### src/rtl/seq_loop_profiler_if.sv
// Probe and record-stream bundle for the loop profiler.
// The profiler sits on the master side. It samples the probed module's
// handshake and state, and it sources the record stream.
interface seq_loop_profiler_if #(
  parameter int STATE_W = 76,
  parameter int CNT_W   = 32
);
  logic               ap_start;
  logic               ap_done;
  logic [STATE_W-1:0] cur_state;
  logic [STATE_W-1:0] iter_start_mask;
  logic [STATE_W-1:0] iter_end_mask;
  logic [STATE_W-1:0] post_loop_mask;
  logic               rec_valid;
  logic               rec_ready;
  logic               rec_kind;
  logic [CNT_W-1:0]   rec_cycles;
  logic [CNT_W-1:0]   rec_iters;
  logic               overflow;
  logic               busy;

  modport master (
    input  ap_start, ap_done, cur_state,
    input  iter_start_mask, iter_end_mask, post_loop_mask,
    input  rec_ready,
    output rec_valid, rec_kind, rec_cycles, rec_iters,
    output overflow, busy
  );

  modport slave (
    output ap_start, ap_done, cur_state,
    output iter_start_mask, iter_end_mask, post_loop_mask,
    output rec_ready,
    input  rec_valid, rec_kind, rec_cycles, rec_iters,
    input  overflow, busy
  );
endinterface

### src/rtl/seq_loop_profiler.sv
// Loop/latency profiler for a one-hot FSM.
// The block watches a probed module from ap_start to ap_done. It produces one
// record for every loop activation and one record for the whole run. Records
// go into a small first-word-fall-through FIFO. When that FIFO overflows, the
// record is dropped and a sticky flag is set.
module seq_loop_profiler #(
  parameter int STATE_W    = 76,
  parameter int CNT_W      = 32,
  parameter int FIFO_DEPTH = 4
) (
  input logic                 clock,
  input logic                 reset,
  seq_loop_profiler_if.master bus
);

  localparam int PTR_W  = $clog2(FIFO_DEPTH);
  localparam int OCC_W  = $clog2(FIFO_DEPTH + 1);
  localparam logic [CNT_W-1:0] CNT_ONE  = CNT_W'(1);
  localparam logic [PTR_W-1:0] PTR_ONE  = PTR_W'(1);
  localparam logic [OCC_W-1:0] OCC_ONE  = OCC_W'(1);
  localparam logic [OCC_W-1:0] OCC_FULL = OCC_W'(FIFO_DEPTH);

  typedef enum logic [1:0] {
    IDLE,
    RUN,
    LOOP,
    FLUSH
  } state_t;

  state_t state_q;
  state_t state_d;

  logic hit_start;
  logic hit_end;
  logic hit_post;

  logic [CNT_W-1:0] mcyc;
  logic [CNT_W-1:0] lcyc;
  logic [CNT_W-1:0] liter;

  logic             push;
  logic             push_kind;
  logic [CNT_W-1:0] push_cycles;
  logic [CNT_W-1:0] push_iters;
  logic             mod_clear;
  logic             loop_clear;

  logic             mem_kind   [FIFO_DEPTH];
  logic [CNT_W-1:0] mem_cycles [FIFO_DEPTH];
  logic [CNT_W-1:0] mem_iters  [FIFO_DEPTH];
  logic [PTR_W-1:0] wr_ptr;
  logic [PTR_W-1:0] rd_ptr;
  logic [OCC_W-1:0] occupancy;
  logic             fifo_full;
  logic             fifo_valid;
  logic             pop;
  logic             do_push;
  logic             drop;
  logic             overflow_q;

  // Counters stop at all-ones, so a very long run cannot wrap back to a small value.
  function automatic logic [CNT_W-1:0] sat_inc(input logic [CNT_W-1:0] v);
    return (&v) ? v : v + CNT_ONE;
  endfunction

  assign hit_start = |(bus.cur_state & bus.iter_start_mask);
  assign hit_end   = |(bus.cur_state & bus.iter_end_mask);
  assign hit_post  = |(bus.cur_state & bus.post_loop_mask);

  // State register for the profiler FSM.
  always_ff @(posedge clock) begin
    if (reset) begin
      state_q <= IDLE;
    end else begin
      state_q <= state_d;
    end
  end

  // Next state: ap_done outranks loop entry and loop exit, so a run that finishes inside a loop still ends cleanly.
  always_comb begin
    state_d = state_q;
    case (state_q)
      IDLE:    if (bus.ap_start) state_d = RUN;
      RUN: begin
        if (bus.ap_done)    state_d = IDLE;
        else if (hit_start) state_d = LOOP;
      end
      LOOP: begin
        if (bus.ap_done)    state_d = FLUSH;
        else if (hit_post)  state_d = RUN;
      end
      FLUSH:   state_d = IDLE;
      default: state_d = IDLE;
    endcase
  end

  // Record pushes and counter clears.
  // A record counts the edge it is pushed on, so it reports the counter value plus one.
  always_comb begin
    push        = 1'b0;
    push_kind   = 1'b0;
    push_cycles = '0;
    push_iters  = '0;
    mod_clear   = 1'b0;
    loop_clear  = 1'b0;
    case (state_q)
      IDLE: mod_clear = bus.ap_start;
      RUN: begin
        if (bus.ap_done) begin
          push        = 1'b1;
          push_kind   = 1'b1;
          push_cycles = sat_inc(mcyc);
        end else if (hit_start) begin
          loop_clear = 1'b1;
        end
      end
      LOOP: begin
        if (bus.ap_done || hit_post) begin
          push        = 1'b1;
          push_cycles = sat_inc(lcyc);
          push_iters  = hit_end ? sat_inc(liter) : liter;
        end
      end
      FLUSH: begin
        push        = 1'b1;
        push_kind   = 1'b1;
        push_cycles = sat_inc(mcyc);
      end
      default: ;
    endcase
  end

  // Module cycle counter: cleared when a run starts, then counts every busy cycle.
  always_ff @(posedge clock) begin
    if (reset) begin
      mcyc <= '0;
    end else if (mod_clear) begin
      mcyc <= '0;
    end else if (state_q != IDLE) begin
      mcyc <= sat_inc(mcyc);
    end
  end

  // Loop cycle and iteration counters: cleared on loop entry, advanced only while inside the loop.
  always_ff @(posedge clock) begin
    if (reset) begin
      lcyc  <= '0;
      liter <= '0;
    end else if (loop_clear) begin
      lcyc  <= '0;
      liter <= '0;
    end else if (state_q == LOOP) begin
      lcyc <= sat_inc(lcyc);
      if (hit_end) liter <= sat_inc(liter);
    end
  end

  assign fifo_valid = (occupancy != '0);
  assign fifo_full  = (occupancy == OCC_FULL);
  assign pop        = fifo_valid && bus.rec_ready;
  assign do_push    = push && (!fifo_full || pop);
  assign drop       = push && fifo_full && !pop;

  // Record storage: no reset is needed because occupancy decides what is visible.
  always_ff @(posedge clock) begin
    if (do_push) begin
      mem_kind[wr_ptr]   <= push_kind;
      mem_cycles[wr_ptr] <= push_cycles;
      mem_iters[wr_ptr]  <= push_iters;
    end
  end

  // FIFO pointers and occupancy. Pointers wrap naturally because the depth is a power of two.
  always_ff @(posedge clock) begin
    if (reset) begin
      wr_ptr    <= '0;
      rd_ptr    <= '0;
      occupancy <= '0;
    end else begin
      if (do_push) wr_ptr <= wr_ptr + PTR_ONE;
      if (pop)     rd_ptr <= rd_ptr + PTR_ONE;
      case ({do_push, pop})
        2'b10:   occupancy <= occupancy + OCC_ONE;
        2'b01:   occupancy <= occupancy - OCC_ONE;
        default: occupancy <= occupancy;
      endcase
    end
  end

  // Sticky overflow: once any record is lost, the flag stays set until reset.
  always_ff @(posedge clock) begin
    if (reset) begin
      overflow_q <= 1'b0;
    end else if (drop) begin
      overflow_q <= 1'b1;
    end
  end

  assign bus.rec_valid  = fifo_valid;
  assign bus.rec_kind   = fifo_valid ? mem_kind[rd_ptr]   : 1'b0;
  assign bus.rec_cycles = fifo_valid ? mem_cycles[rd_ptr] : '0;
  assign bus.rec_iters  = fifo_valid ? mem_iters[rd_ptr]  : '0;
  assign bus.overflow   = overflow_q;
  assign bus.busy       = (state_q != IDLE);

endmodule

### src/flat_wrapper.sv
// flat-port wrapper written by rule: the top's interface ports become plain ports
module seq_loop_profiler_flat 
#(
  parameter int STATE_W    = 76,
  parameter int CNT_W      = 32,
  parameter int FIFO_DEPTH = 4
)
  (clock, reset, bus_ap_start, bus_ap_done, bus_cur_state, bus_iter_start_mask, bus_iter_end_mask, bus_post_loop_mask, bus_rec_ready, bus_rec_valid, bus_rec_kind, bus_rec_cycles, bus_rec_iters, bus_overflow, bus_busy);
  seq_loop_profiler_if #(.STATE_W(STATE_W), .CNT_W(CNT_W)) bus_i ();
  input logic clock;
  input logic reset;
  input wire logic [$bits(bus_i.ap_start)-1:0] bus_ap_start;
  input wire logic [$bits(bus_i.ap_done)-1:0] bus_ap_done;
  input wire logic [$bits(bus_i.cur_state)-1:0] bus_cur_state;
  input wire logic [$bits(bus_i.iter_start_mask)-1:0] bus_iter_start_mask;
  input wire logic [$bits(bus_i.iter_end_mask)-1:0] bus_iter_end_mask;
  input wire logic [$bits(bus_i.post_loop_mask)-1:0] bus_post_loop_mask;
  input wire logic [$bits(bus_i.rec_ready)-1:0] bus_rec_ready;
  output wire logic [$bits(bus_i.rec_valid)-1:0] bus_rec_valid;
  output wire logic [$bits(bus_i.rec_kind)-1:0] bus_rec_kind;
  output wire logic [$bits(bus_i.rec_cycles)-1:0] bus_rec_cycles;
  output wire logic [$bits(bus_i.rec_iters)-1:0] bus_rec_iters;
  output wire logic [$bits(bus_i.overflow)-1:0] bus_overflow;
  output wire logic [$bits(bus_i.busy)-1:0] bus_busy;
  assign bus_i.ap_start = bus_ap_start;
  assign bus_i.ap_done = bus_ap_done;
  assign bus_i.cur_state = bus_cur_state;
  assign bus_i.iter_start_mask = bus_iter_start_mask;
  assign bus_i.iter_end_mask = bus_iter_end_mask;
  assign bus_i.post_loop_mask = bus_post_loop_mask;
  assign bus_i.rec_ready = bus_rec_ready;
  assign bus_rec_valid = bus_i.rec_valid;
  assign bus_rec_kind = bus_i.rec_kind;
  assign bus_rec_cycles = bus_i.rec_cycles;
  assign bus_rec_iters = bus_i.rec_iters;
  assign bus_overflow = bus_i.overflow;
  assign bus_busy = bus_i.busy;
  seq_loop_profiler #(.STATE_W(STATE_W), .CNT_W(CNT_W), .FIFO_DEPTH(FIFO_DEPTH)) u_core (.clock(clock), .reset(reset), .bus(bus_i));
endmodule
### config.mk
export PLATFORM = sky130hd
export DESIGN_NAME = seq_loop_profiler_flat
export DESIGN_NICKNAME = d
export VERILOG_FILES = /design/src/rtl/seq_loop_profiler_if.sv /design/src/rtl/seq_loop_profiler.sv /design/src/flat_wrapper.sv
export SDC_FILE = /design/constraint.sdc
export NUM_CORES = 1
export LEC_CHECK = 0
export ABC_CLOCK_PERIOD_IN_PS = 4930
export CORE_ASPECT_RATIO = 2
export CORE_MARGIN = 2
export CORE_UTILIZATION = 45
export CTS_BUF_LIST = sky130_fd_sc_hd__clkbuf_2
export DETAILED_ROUTE_END_ITERATION = 8
export PLACE_DENSITY_LB_ADDON = 0.3
export SLEW_MARGIN = 15
export SYNTH_ARGS = -nofsm -noshare
export SYNTH_HDL_FRONTEND = slang
export SYNTH_SLANG_ARGS = --single-unit
### constraint.sdc
create_clock -name clock -period 4.93 [get_ports clock]
set_clock_uncertainty 0.15 [all_clocks]
set_input_delay 0.986 -clock clock [delete_from_list [all_inputs] [get_ports clock]]
set_output_delay 0.986 -clock clock [all_outputs]
set_load 0.03 [all_outputs]
==> results.toml <==
[synthesis]
syn_area_sq_um = 17900
synth_common_cells = "edfxtp_1, nor2_1, dfxtp_1"
syn_nets = 1811
yosysMostFrequentCell = "edfxtp_1"
synth_xor_area_share_pct = 7.40
yosysSeqAreaShare_pct = 55.8
yosys.area.top_type = "edfxtp_1"
synthMuxAreaShare_pct = 8.71
synth_top_family_by_area = "simple AND/OR/NAND/NOR gates"
synth_seq_cells = 368
synth_fa_ha_area_share_pct = 0.602
synth_ff_type = "edfxtp_1"
synthSimpleGateAreaFrac_pct = 16.0
avgSynthCellArea_sq_um = 12.0
ys_types = 55
synth_area_leaders = "edfxtp_1, dfxtp_1, mux4_2"
synth_edf_count = 260
yosysWarnings = 0
synth_top_area_share_pct = 43.7
synth_compound_area_share_pct = 9.37
async_flop_share_pct = 0
syn_inst = 1494

[cts]
cts.htree.levels = 3
cts_sinks = 368
clock_latency_ns = 0.93
clk_path_buf_depth = 3
cts_buffers = 73
path_clk_slew_ns = 0.12
cts_hold_buf = 0
cts_root_buf = "clkbuf_2"
post_cts_buffers = 0
cts_tree = "done"
ctsResizeCount = 0

[pwr]
p_comb_share_pct = 35.7
internal_power_mw = 5.45
p_leak_nw = 7.38
vdd_drop_max_uv = 261
p_per_area_nw_per_um2 = 353
p_clk_share_pct = 22.7
pwr-share-seq_pct = 41.7
power_mw = 8.21
switchingPower_mw = 2.77
swShare_pct = 33.7

[drt]
drt-vias-per-instance = 5.80
ant_nets = 0
route.detailed.drc = 0
wl_per_cell_um = 27.2
vias = 14500
dr.pass1.iters = 7
routed_wl_um = 68100
dr.first_iter.drc_count = 835

[placement]
dp_hpwl_um = 53200
portBuffers = 376
place.gp.congestion = 1.09

[setup_path]
cp-end-kind = "primary output"
worstPathArrival_ns = 3.36
cp_slowest_cell = "dfxtp_4"
cp-start-kind = "flip-flop"
path_class = "reg -> out"
path_cells = "buf_4, mux4_2, and2_1, clkdlybuf4s50_1"
cpPeakStageDelay_ns = 0.63
required_ns = 3.79
crit_fanout = 19

[grt]
antenna_found_initial = 10
grt_pass1_vias = 15300
met1_usage_pct = 26.7
grt_use_total_pct = 32.7
grt_most_used_layer = "met2"
grt_max_degree = 69
gr-total-overflow = 0
grt_pass1_wl_um = 97700
grt_use_met3_pct = 7.08
grtUsageMet2_pct = 63.8

[sta]
fmax_mhz = 222
setup-tns-final_ns = 0
max_slew.worst_pin.slew_ns = 1.11
setup_violations = 0
hold_viol = 0
relSlewSlack_pct = 26.0
fin_crit_ns = 4.50
drv_slew = 0
rsz0062_at_grt = "false"
finalCritPeriodShare_pct = 91.3

[floorplanning]
ios = 377
die_h_um = 286
die_w_um = 145
core_area_sq_um = 39300
start_util_pct = 45.5
rows = 103
die-area_sq_um = 41400

[outcome]
status = "completed"

[cells_and_area]
final_layout_size_suffix_gt1_share_pct = 12.8
fill_cells = 3285
area_growth_pct = 30.0
nets = 2230

[min_path]
hp-class = "reg -> reg"

[job]
drv_cap = 0
[through the flow]
stage | instances | hold WS, ns | worst slack, ns | area (sq um) | utilization [%]
4_1_cts | 2495 | 0.351 | 0.291 | 23200 | 59.1
2_1_floorplan | 1494 | 0.316 | 0.794 | 17900 | -
3_5_place_dp | 2363 | 0.322 | 0.233 | 22500 | 57.3
5_1_grt | 2503 | 0.383 | 0.231 | 23200 | 59.1
6_report | 2503 | 0.352 | 0.430 | 23200 | 59.1
3_3_place_gp | 2363 | 0.313 | 0.270 | 22500 | 57.3
[worst max-delay path, delay by kind of cell (launching register included)]
kind / cells / cell delay [ns]
buffers and inverters: 2 / 1.01
muxes: 1 / 0.60
DFF: 1 / 0.63
and+or+nand+nor: 1 / 0.19
[routing by layer]
layer  vias up  share of wire [%]
met5         -                  0
met4         0                9.8
met3       168                6.0
met2       673                 56
met1      7089                 28
li1       6597                  -
[power by group through the flow]
stage / logic (mW) / registers (mW) / clock network, mW
after CTS: 2.97 / 3.43 / 1.91
after floorplan: 1.70 / 3.43 / 0
final: 2.93 / 3.42 / 1.86
after global placement: 2.94 / 3.49 / 0
after detailed placement: 2.95 / 3.50 / 0
after global routing: 3.07 / 3.44 / 2.03
[area by class of cell]
class	count	area (sq um)	share of cell area (%)
clock buffer	106	531	2.28
timing repair buffer	426	4260	18.3
inverter	18	67.6	0.291
tap	525	657	2.83
antenna	8	20.0	0.0861
clock inverter	26	185	0.797
multi-input combinational	1026	7550	32.5
sequential	368	9970	42.9
[placed cells by master, fill, tap and decap left out, types with 36 or more instances in the layout]
cell type | netlist | layout
clkdlybuf4s50_1 | 0 | 376
edfxtp_1 | 260 | 260
nor2_1 | 151 | 151
clkbuf_2 | 0 | 106
dfxtp_1 | 108 | 106
xnor2_1 | 103 | 103
nand2_1 | 71 | 71
and2_1 | 73 | 69
mux4_2 | 65 | 65
nand3_1 | 65 | 64
xor2_1 | 48 | 48
a22oi_1 | 46 | 46
a21oi_1 | 42 | 42
buf_4 | 2 | 40
nand4_1 | 39 | 39
nor3_1 | 39 | 38
or3_1 | 36 | 36
[sequential cells by signal (all words and copies together), names as in the netlist, named ones only]
signal	cells
u_core.lcyc	32
u_core.mem_iters	128
u_core.liter	32
u_core.rd_ptr	2
u_core.state_q	2
u_core.mem_kind	4
u_core.wr_ptr	2
u_core.bus.overflow	1
u_core.mem_cycles	128
u_core.occupancy	3
u_core.mcyc	32
[final timing paths]
kind	from	end	slack (ns)	depth (start not counted)
max	flip-flop	bus_rec_cycles[10]	0.43	4
min	u_core.bus.overflow$_SDFFE_PP0P_	u_core.bus.overflow$_SDFFE_PP0P_	0.35	2
max reg2reg	u_core.liter[9]$_SDFFE_PP0P_	u_core.mem_iters[1][2]$_DFFE_PP_	1.23	8
min reg2reg	u_core.bus.overflow$_SDFFE_PP0P_	u_core.bus.overflow$_SDFFE_PP0P_	0.35	2
[kinds of logic after synthesis]
family                   count (synthesis)
adder cells (fa/ha/maj)                  8
flip-flops                             368
AO/OA/AOI/OAI                          237
XOR/XNOR                               151
AND/OR/NAND/NOR                        556
multiplexers                            74
buffers and inverters                  100
(Power assumes the default switching activity.)
